--- src/rtl/mult_hilo_sequencer.sv ---
// mult_hilo_sequencer: issue/retire stage around a sequential 32x32 shift-add multiplier.
//
// Accepts an operand pair over In_valid/In_ready, latches the operands, pulses Mult_Run,
// waits for Mult_Ready, loads the 64-bit product into HI/LO and offers it downstream over
// Out_valid/Out_ready. A watchdog bounds the wait; on expiry HI=LO=0 and Timeout_err is set
// (sticky until Reset).
//
// Optional build macro: SIGNED_MULT_EN
//   defined   : In_signed=1 selects signed MULT (magnitudes to the multiplier, sign fix-up
//               on capture).
//   undefined : every operation is unsigned and In_signed is ignored.
//
// Ports:
//   clk               rising-edge clock
//   Reset             synchronous active-high reset
//   In_valid/In_ready operand handshake; In_signed, In_a, In_b operands
//   Mult_Run          one-cycle start pulse to the multiplier
//   Mult_Multiplier   latched operand A (held ISSUE through CAPTURE)
//   Mult_Multiplicand latched operand B (held ISSUE through CAPTURE)
//   Mult_Ready        multiplier product valid (level)
//   Mult_Product      multiplier 64-bit product
//   Out_valid/Out_ready result handshake
//   Hi_out/Lo_out     HI/LO architectural registers
//   Timeout_err       sticky watchdog flag
module mult_hilo_sequencer #(
  parameter int unsigned TIMEOUT_CYCLES = 40,
  parameter int unsigned CNT_W          = 6
) (
  input  logic        clk,
  input  logic        Reset,
  input  logic        In_valid,
  output logic        In_ready,
  input  logic        In_signed,
  input  logic [31:0] In_a,
  input  logic [31:0] In_b,
  output logic        Mult_Run,
  output logic [31:0] Mult_Multiplier,
  output logic [31:0] Mult_Multiplicand,
  input  logic        Mult_Ready,
  input  logic [63:0] Mult_Product,
  output logic        Out_valid,
  input  logic        Out_ready,
  output logic [31:0] Hi_out,
  output logic [31:0] Lo_out,
  output logic        Timeout_err
);

  typedef enum logic [2:0] {
    StIdle,
    StIssue,
    StWait,
    StCapture,
    StDone
  } state_e;

  localparam logic [CNT_W-1:0] CntLast = CNT_W'(TIMEOUT_CYCLES - 1);

  state_e            state_q, state_d;
  logic [31:0]       a_q, a_d;
  logic [31:0]       b_q, b_d;
  logic              neg_q, neg_d;
  logic [CNT_W-1:0]  cnt_q, cnt_d;
  logic [31:0]       hi_q, hi_d;
  logic [31:0]       lo_q, lo_d;
  logic              err_q, err_d;

  logic [31:0]       a_mag, b_mag;
  logic              neg_in;
  logic [63:0]       product_fixed;

`ifdef SIGNED_MULT_EN
  // Two's-complement magnitude; 0x80000000 maps to itself, which is correct as unsigned.
  assign a_mag         = (In_signed && In_a[31]) ? (32'd0 - In_a) : In_a;
  assign b_mag         = (In_signed && In_b[31]) ? (32'd0 - In_b) : In_b;
  assign neg_in        = In_signed & (In_a[31] ^ In_b[31]);
  assign product_fixed = neg_q ? (64'd0 - Mult_Product) : Mult_Product;
`else
  logic unused_in_signed;
  logic unused_neg_q;
  assign unused_in_signed = In_signed;
  assign unused_neg_q     = neg_q;
  assign a_mag            = In_a;
  assign b_mag            = In_b;
  assign neg_in           = 1'b0;
  assign product_fixed    = Mult_Product;
`endif

  always_comb begin
    state_d = state_q;
    a_d     = a_q;
    b_d     = b_q;
    neg_d   = neg_q;
    cnt_d   = cnt_q;
    hi_d    = hi_q;
    lo_d    = lo_q;
    err_d   = err_q;

    unique case (state_q)
      StIdle: begin
        if (In_valid) begin
          a_d     = a_mag;
          b_d     = b_mag;
          neg_d   = neg_in;
          state_d = StIssue;
        end
      end
      StIssue: begin
        cnt_d   = '0;
        state_d = StWait;
      end
      StWait: begin
        cnt_d = cnt_q + 1'b1;
        // cnt_q == 0 marks the first WAIT cycle, where Mult_Ready may be stale.
        if (Mult_Ready && (cnt_q != '0)) begin
          state_d = StCapture;
        end else if (cnt_q == CntLast) begin
          err_d   = 1'b1;
          hi_d    = '0;
          lo_d    = '0;
          state_d = StDone;
        end
      end
      StCapture: begin
        hi_d    = product_fixed[63:32];
        lo_d    = product_fixed[31:0];
        state_d = StDone;
      end
      StDone: begin
        if (Out_ready) begin
          state_d = StIdle;
        end
      end
      default: state_d = StIdle;
    endcase
  end

  always_ff @(posedge clk) begin
    if (Reset) begin
      state_q <= StIdle;
      a_q     <= '0;
      b_q     <= '0;
      neg_q   <= 1'b0;
      cnt_q   <= '0;
      hi_q    <= '0;
      lo_q    <= '0;
      err_q   <= 1'b0;
    end else begin
      state_q <= state_d;
      a_q     <= a_d;
      b_q     <= b_d;
      neg_q   <= neg_d;
      cnt_q   <= cnt_d;
      hi_q    <= hi_d;
      lo_q    <= lo_d;
      err_q   <= err_d;
    end
  end

  // In_ready is held low while Reset is asserted so every output reads 0 during reset.
  assign In_ready          = (state_q == StIdle) && !Reset;
  assign Mult_Run          = (state_q == StIssue);
  assign Mult_Multiplier   = a_q;
  assign Mult_Multiplicand = b_q;
  assign Out_valid         = (state_q == StDone);
  assign Hi_out            = hi_q;
  assign Lo_out            = lo_q;
  assign Timeout_err       = err_q;

endmodule

--- config.mk ---
export PLATFORM = sky130hd
export DESIGN_NAME = mult_hilo_sequencer
export DESIGN_NICKNAME = d
export VERILOG_FILES = /design/src/rtl/mult_hilo_sequencer.sv
export SDC_FILE = /design/constraint.sdc
export NUM_CORES = 1
export LEC_CHECK = 0
export BUFFER_PORTS_ARGS = -buffer_cell sky130_fd_sc_hd__buf_2
export CAP_MARGIN = 0
export CELL_PAD_IN_SITES_DETAIL_PLACEMENT = 1
export CELL_PAD_IN_SITES_GLOBAL_PLACEMENT = 2
export CORE_MARGIN = 2
export CORE_UTILIZATION = 26
export DETAILED_ROUTE_END_ITERATION = 10
export PLACE_DENSITY_LB_ADDON = 0.1
export SLEW_MARGIN = 10
export SYNTH_ARGS = -nofsm -noshare
export SYNTH_HDL_FRONTEND = slang
export SYNTH_SLANG_ARGS = --single-unit
--- constraint.sdc ---
create_clock -name clk -period 4.1 [get_ports clk]
set_input_delay 0.41 -clock clk [delete_from_list [all_inputs] [get_ports clk]]
set_output_delay 0.41 -clock clk [all_outputs]
set_load 0.005 [all_outputs]
# Yosys cells after proc, flatten, opt, wreduce, memory -nomap -nowiden
# Index checks and enable logic that the tools add are counted.
dict set report totals {
  ram_bits 0
  memories 0
  regBits 138
  inputBits 134
  latchBits 0
  mem_bits_ro 0
  out_inout_bits 132
}
dict set report classes {
  eq_ne 10
  mux 10
  order_cmp 0
  n_addsub 1
  bitwise 1
  mul 0
  div_mod_pow 0
  n_shift 0
  reduce_logical 11
}
# op n
set ops {}
lappend ops {{one-hot mux 32 bit (2 select lines)} 2}
lappend ops {{two-way mux 32 bit} 2}
lappend ops {{one-hot mux 3 bit (5 select lines)} 1}
lappend ops {{two-way mux 3 bit} 4}
lappend ops {{one-hot mux 6 bit (2 select lines)} 1}
lappend ops {{AND reduction 3 bit} 3}
lappend ops {{adder 6 x 1 -> 6 bit, second input constant} 1}
lappend ops {{== test 3 x 2 -> 1 bit, second input constant} 2}
lappend ops {{== test 6 bit, second input constant} 1}
lappend ops {{inequality test 2 bit, second input constant} 3}
lappend ops {{nonzero test 6 bit} 1}
lappend ops {{nonzero test 2 bit} 2}
lappend ops {{== test 3 x 1 -> 1 bit, second input constant} 1}
lappend ops {{== test 3 bit, second input constant} 1}
lappend ops {{logical NOT 3 bit} 1}
lappend ops {{inequality test 3 bit, second input constant} 1}
lappend ops {{logical AND 1 bit} 2}
lappend ops {{inequality test 2 x 1 -> 1 bit, second input constant} 1}
lappend ops {{AND reduction 2 bit} 1}
lappend ops {{logical NOT 1 bit} 1}
lappend ops {{inverter 1 bit} 1}

# Depth between registers and ports, before layout
dict set report depth {
  word_depth 4
  mapped_depth 6
}

# Worst setup path before layout
# OpenSTA, ideal clock, no wires.
dict set report synth_timing {
  path_type {flip-flop to flip-flop}
  from {register cnt_q[0]}
  to {register hi_q[0], in the netlist Hi_out[0]}
  setup_slack_ps 2576
  period_less_slack_ps 1524
  arrival_ps 1408
  required_ps 3983
  path_stages_with_launch 7
  path_cell_list {dfxtp_1 -> ha_1 -> nand4b_1 -> nor3_4 -> o22ai_4 -> buf_6 -> a22o_1}
}
dict set report synth_between {
  elab_chain_len 4
}
# element line
set synth_lines {}
lappend synth_lines {{start, declared} 62} ;# logic [CNT_W-1:0] cnt_q, cnt_d;
lappend synth_lines {{start signal, assigned} 152} ;# cnt_q <= cnt_d;
lappend synth_lines {{nonzero test 6 bit} 114} ;# if (Mult_Ready && (cnt_q != '0)) begin
lappend synth_lines {{logical AND 1 bit} 114}
lappend synth_lines {{inequality test 2 bit (no line)} -}
lappend synth_lines {{AND reduction 3 bit (no line) *} -}
lappend synth_lines {{end signal, assigned} 153} ;# hi_q <= hi_d;
lappend synth_lines {{end, declared} 63} ;# logic [31:0] hi_q, hi_d;
# Every way passes the cells marked *; elsewhere a longest branch is shown, timed or not.
# A chain may end at the register's enable or synchronous reset.

# Worst setup path after layout
dict set report layout_timing {
  from {register state_q[0]}
  to {output Mult_Run}
}
dict set report layout_between {
  elab_chain_len 1
}
# element line
set layout_lines {}
lappend layout_lines {{start, declared} 58} ;# state_e state_q, state_d;
lappend layout_lines {{start signal, assigned} 139} ;# state_q <= StIdle;
lappend layout_lines {{start signal, assigned} 148} ;# state_q <= state_d;
lappend layout_lines {{== test 3 x 1 -> 1 bit} 161} ;# assign Mult_Run = (state_q == StIssue);
lappend layout_lines {{end, declared} 36} ;# output logic Mult_Run,
# Every way passes these cells.

==> out/metrics.cfg <==
[timing]
setup-tns-final_ns=0
skew_ns=0.0100
min_period_ns=2.32
slew_headroom=0.331
grt_setup_unrepaired=no
slew_violations=0
hold_viol=0
tightest_slew_ns=1.00
fin_hold_ws_ns=0.206
fmaxAchievable_ghz=0.431
setup_viol_count_final=0
final.period_utilization=0.566

[synth]
yosys-top-cells-area=dfxtp_1, a22o_1, nand2_1, a21oi_1, buf_6
synthArstFlopShare=0
avgSynthCellArea_um2=9.73
synth_warnings=0
synth_seq_area_share=0.572
synth_top_flop_cell=dfxtp_1
synth_top_area_share=0.572
synth_cell_types=38
syn-cell-area_um2=4830
synth-edff-count=0
ys_seq_elements=138
syn_nets=632
netlist.top_cell.by_area=dfxtp_1
synthCells=496

[pwr]
p_leak_uw=0.00326
powerDensity_nw_per_um2=486
ir_worst_vdd_mv=0.262
p_total_uw=3320

[global_routing]
grt_pass1_wl_mm=24.9
grt_usage=0.160
antenna_found_initial=0
grt_max_degree=65
first_global_vias=4720
grt.overflow.total=0

[drt]
drc=0
vias=4562
final_antenna_net_count=0
via_per_inst=4.62
drtIter0Drc=148
drt_wl_total_mm=15.7
dr.pass1.iters=4
detail_route.wl_per_cell_um=15.9

[floorplan]
die_x_um=140
rows=49
die_height_um=140
ios=266
dieArea_um2=19700
initial_core_util=0.267
coreArea_um2=18100

[clock_tree]
clockRootBuffer=clkbuf_16
cts_hold_buf=0
cts_buffers=17
clock_sinks=138
cts_buffer_depth=2
cts_resized=0
worstSkewPairLatency_ns=0.42
cts_tree=yes
path_clk_slew_ns=0.06
post_cts_buffers=0
htree_num_levels=4

[finish]
layout_commonest_cell=buf_2
area_growth_syn_to_layout_pct=41.4
n_antenna_cell=0
nFillCells=2165
final_cell_mix=buf_2, dfxtp_1, nand2_1
final_nets=881
drive_gt1_frac=0.408
final_cell_area_um2=6830

[setup_path]
setup.worst_path.start_class=flop
crit_slowest_cell=dfxtp_1
path_cells=or3b_2 > inv_1 > buf_2
critPathCaptureType=primary output
cp_num_cells=3
r2r_start=state_q[0]
crit_arrival_ns=1.91
critPathKind=reg -> out
crit_family=flip-flops
cpPeakStageDelay_ns=0.75
critPathBufInv=2
crit_required_ns=3.69
cp_max_fo=21
reg2reg_to=Mult_Multiplicand[12]
rr_worst_depth=4
r2r_setup_slack_ns=2.03

[placement]
port_buffers=264
placed_area_um2=6220
routabilityCongestion=0.750
place_hpwl_mm=11.1

[status]
status=finished clean

[flow_run]
cap_violations=0

[hold_path]
hold_depth=2
hold_path_end=Hi_out[16]
worstHoldPathType=in -> reg
min_from=Mult_Product[48]

==> where the power goes <==
group          internal, uW  total, uW  switching, uW
logic                   147        326            179
registers              1410       1440           37.5
clock network           950       1550            601
total                  2500       3320            818
==> per-layer routing <==
metal / global-route usage / share of wire
met1: 0.184 / 0.43
met2: 0.269 / 0.47
met3: 0.0547 / 0.077
met4: 0.0702 / 0.024
met5: 0 / 0
==> synth_stat cells (2+ instances only) <==
cell	count
a21oi_1	70
buf_2	10
nor2b_1	2
a22o_1	65
inv_1	5
clkbuf_1	7
nor3_1	3
nand3_1	2
or4_1	2
buf_6	12
ha_1	2
nor2_1	5
buf_4	7
o21ai_0	5
nand4b_1	2
nand2b_1	4
nand2_1	131
dfxtp_1	138
nor4_1	2
buf_1	2
and2_1	2
a31oi_1	2
==> worst reg2reg max path, cell delays in order, from the launching register on <==
cell	delay [ns]
dfxtp_1	0.52
nor4b_4	0.91
buf_12	0.34
nand2_1	0.11
a21oi_1	0.12
==> flip-flops by register name, summed over array words and instances, names as in the netlist <==
| name | count |
|---|---|
| Hi_out | 32 |
| Lo_out | 32 |
| Mult_Multiplicand | 32 |
| Mult_Multiplier | 32 |
| cnt_q | 6 |
| state_q | 3 |
| Timeout_err | 1 |
==> layout make-up <==
class,count,area (um2),area share
Clock buffer,20,467,0.0684
Sequential cell,138,2760,0.405
Timing Repair Buffer,269,1370,0.201
Multi-Input combinational cell,314,1780,0.261
Clock inverter,12,136,0.0200
Tap cell,229,287,0.0420
Inverter,5,18.8,0.00275
==> through the flow <==
stage	utilization	worst slack, ns	cells
after detailed placement	0.344	1.89	955
after floorplan	-	2.58	496
after CTS	0.377	1.74	987
after global routing	0.377	1.68	987
after global placement	0.344	1.94	955
final	0.377	1.78	987
==> cell families (layout without fill, tap and decap cells) <==
kind of cell / count (synthesis) / in the layout / share of synthesized area
buf+inv: 44 / 306 / 0.0612
flops: 138 / 138 / 0.572
simple gates: 163 / 163 / 0.148
compound gates: 149 / 149 / 0.214
fa+ha+maj: 2 / 2 / 0.00518
==> worst max path at each step <==
stage                       to  slack, ns       start
detailed placement  Hi_out[29]       1.89       Reset
global route          Mult_Run       1.68  state_q[0]
global placement    Hi_out[26]       1.94       Reset
floorplan            Hi_out[0]       2.58    cnt_q[0]
finish                Mult_Run       1.78  state_q[0]
CTS                   Mult_Run       1.74  state_q[0]
Note: power is estimated with default switching activity, not from simulation.
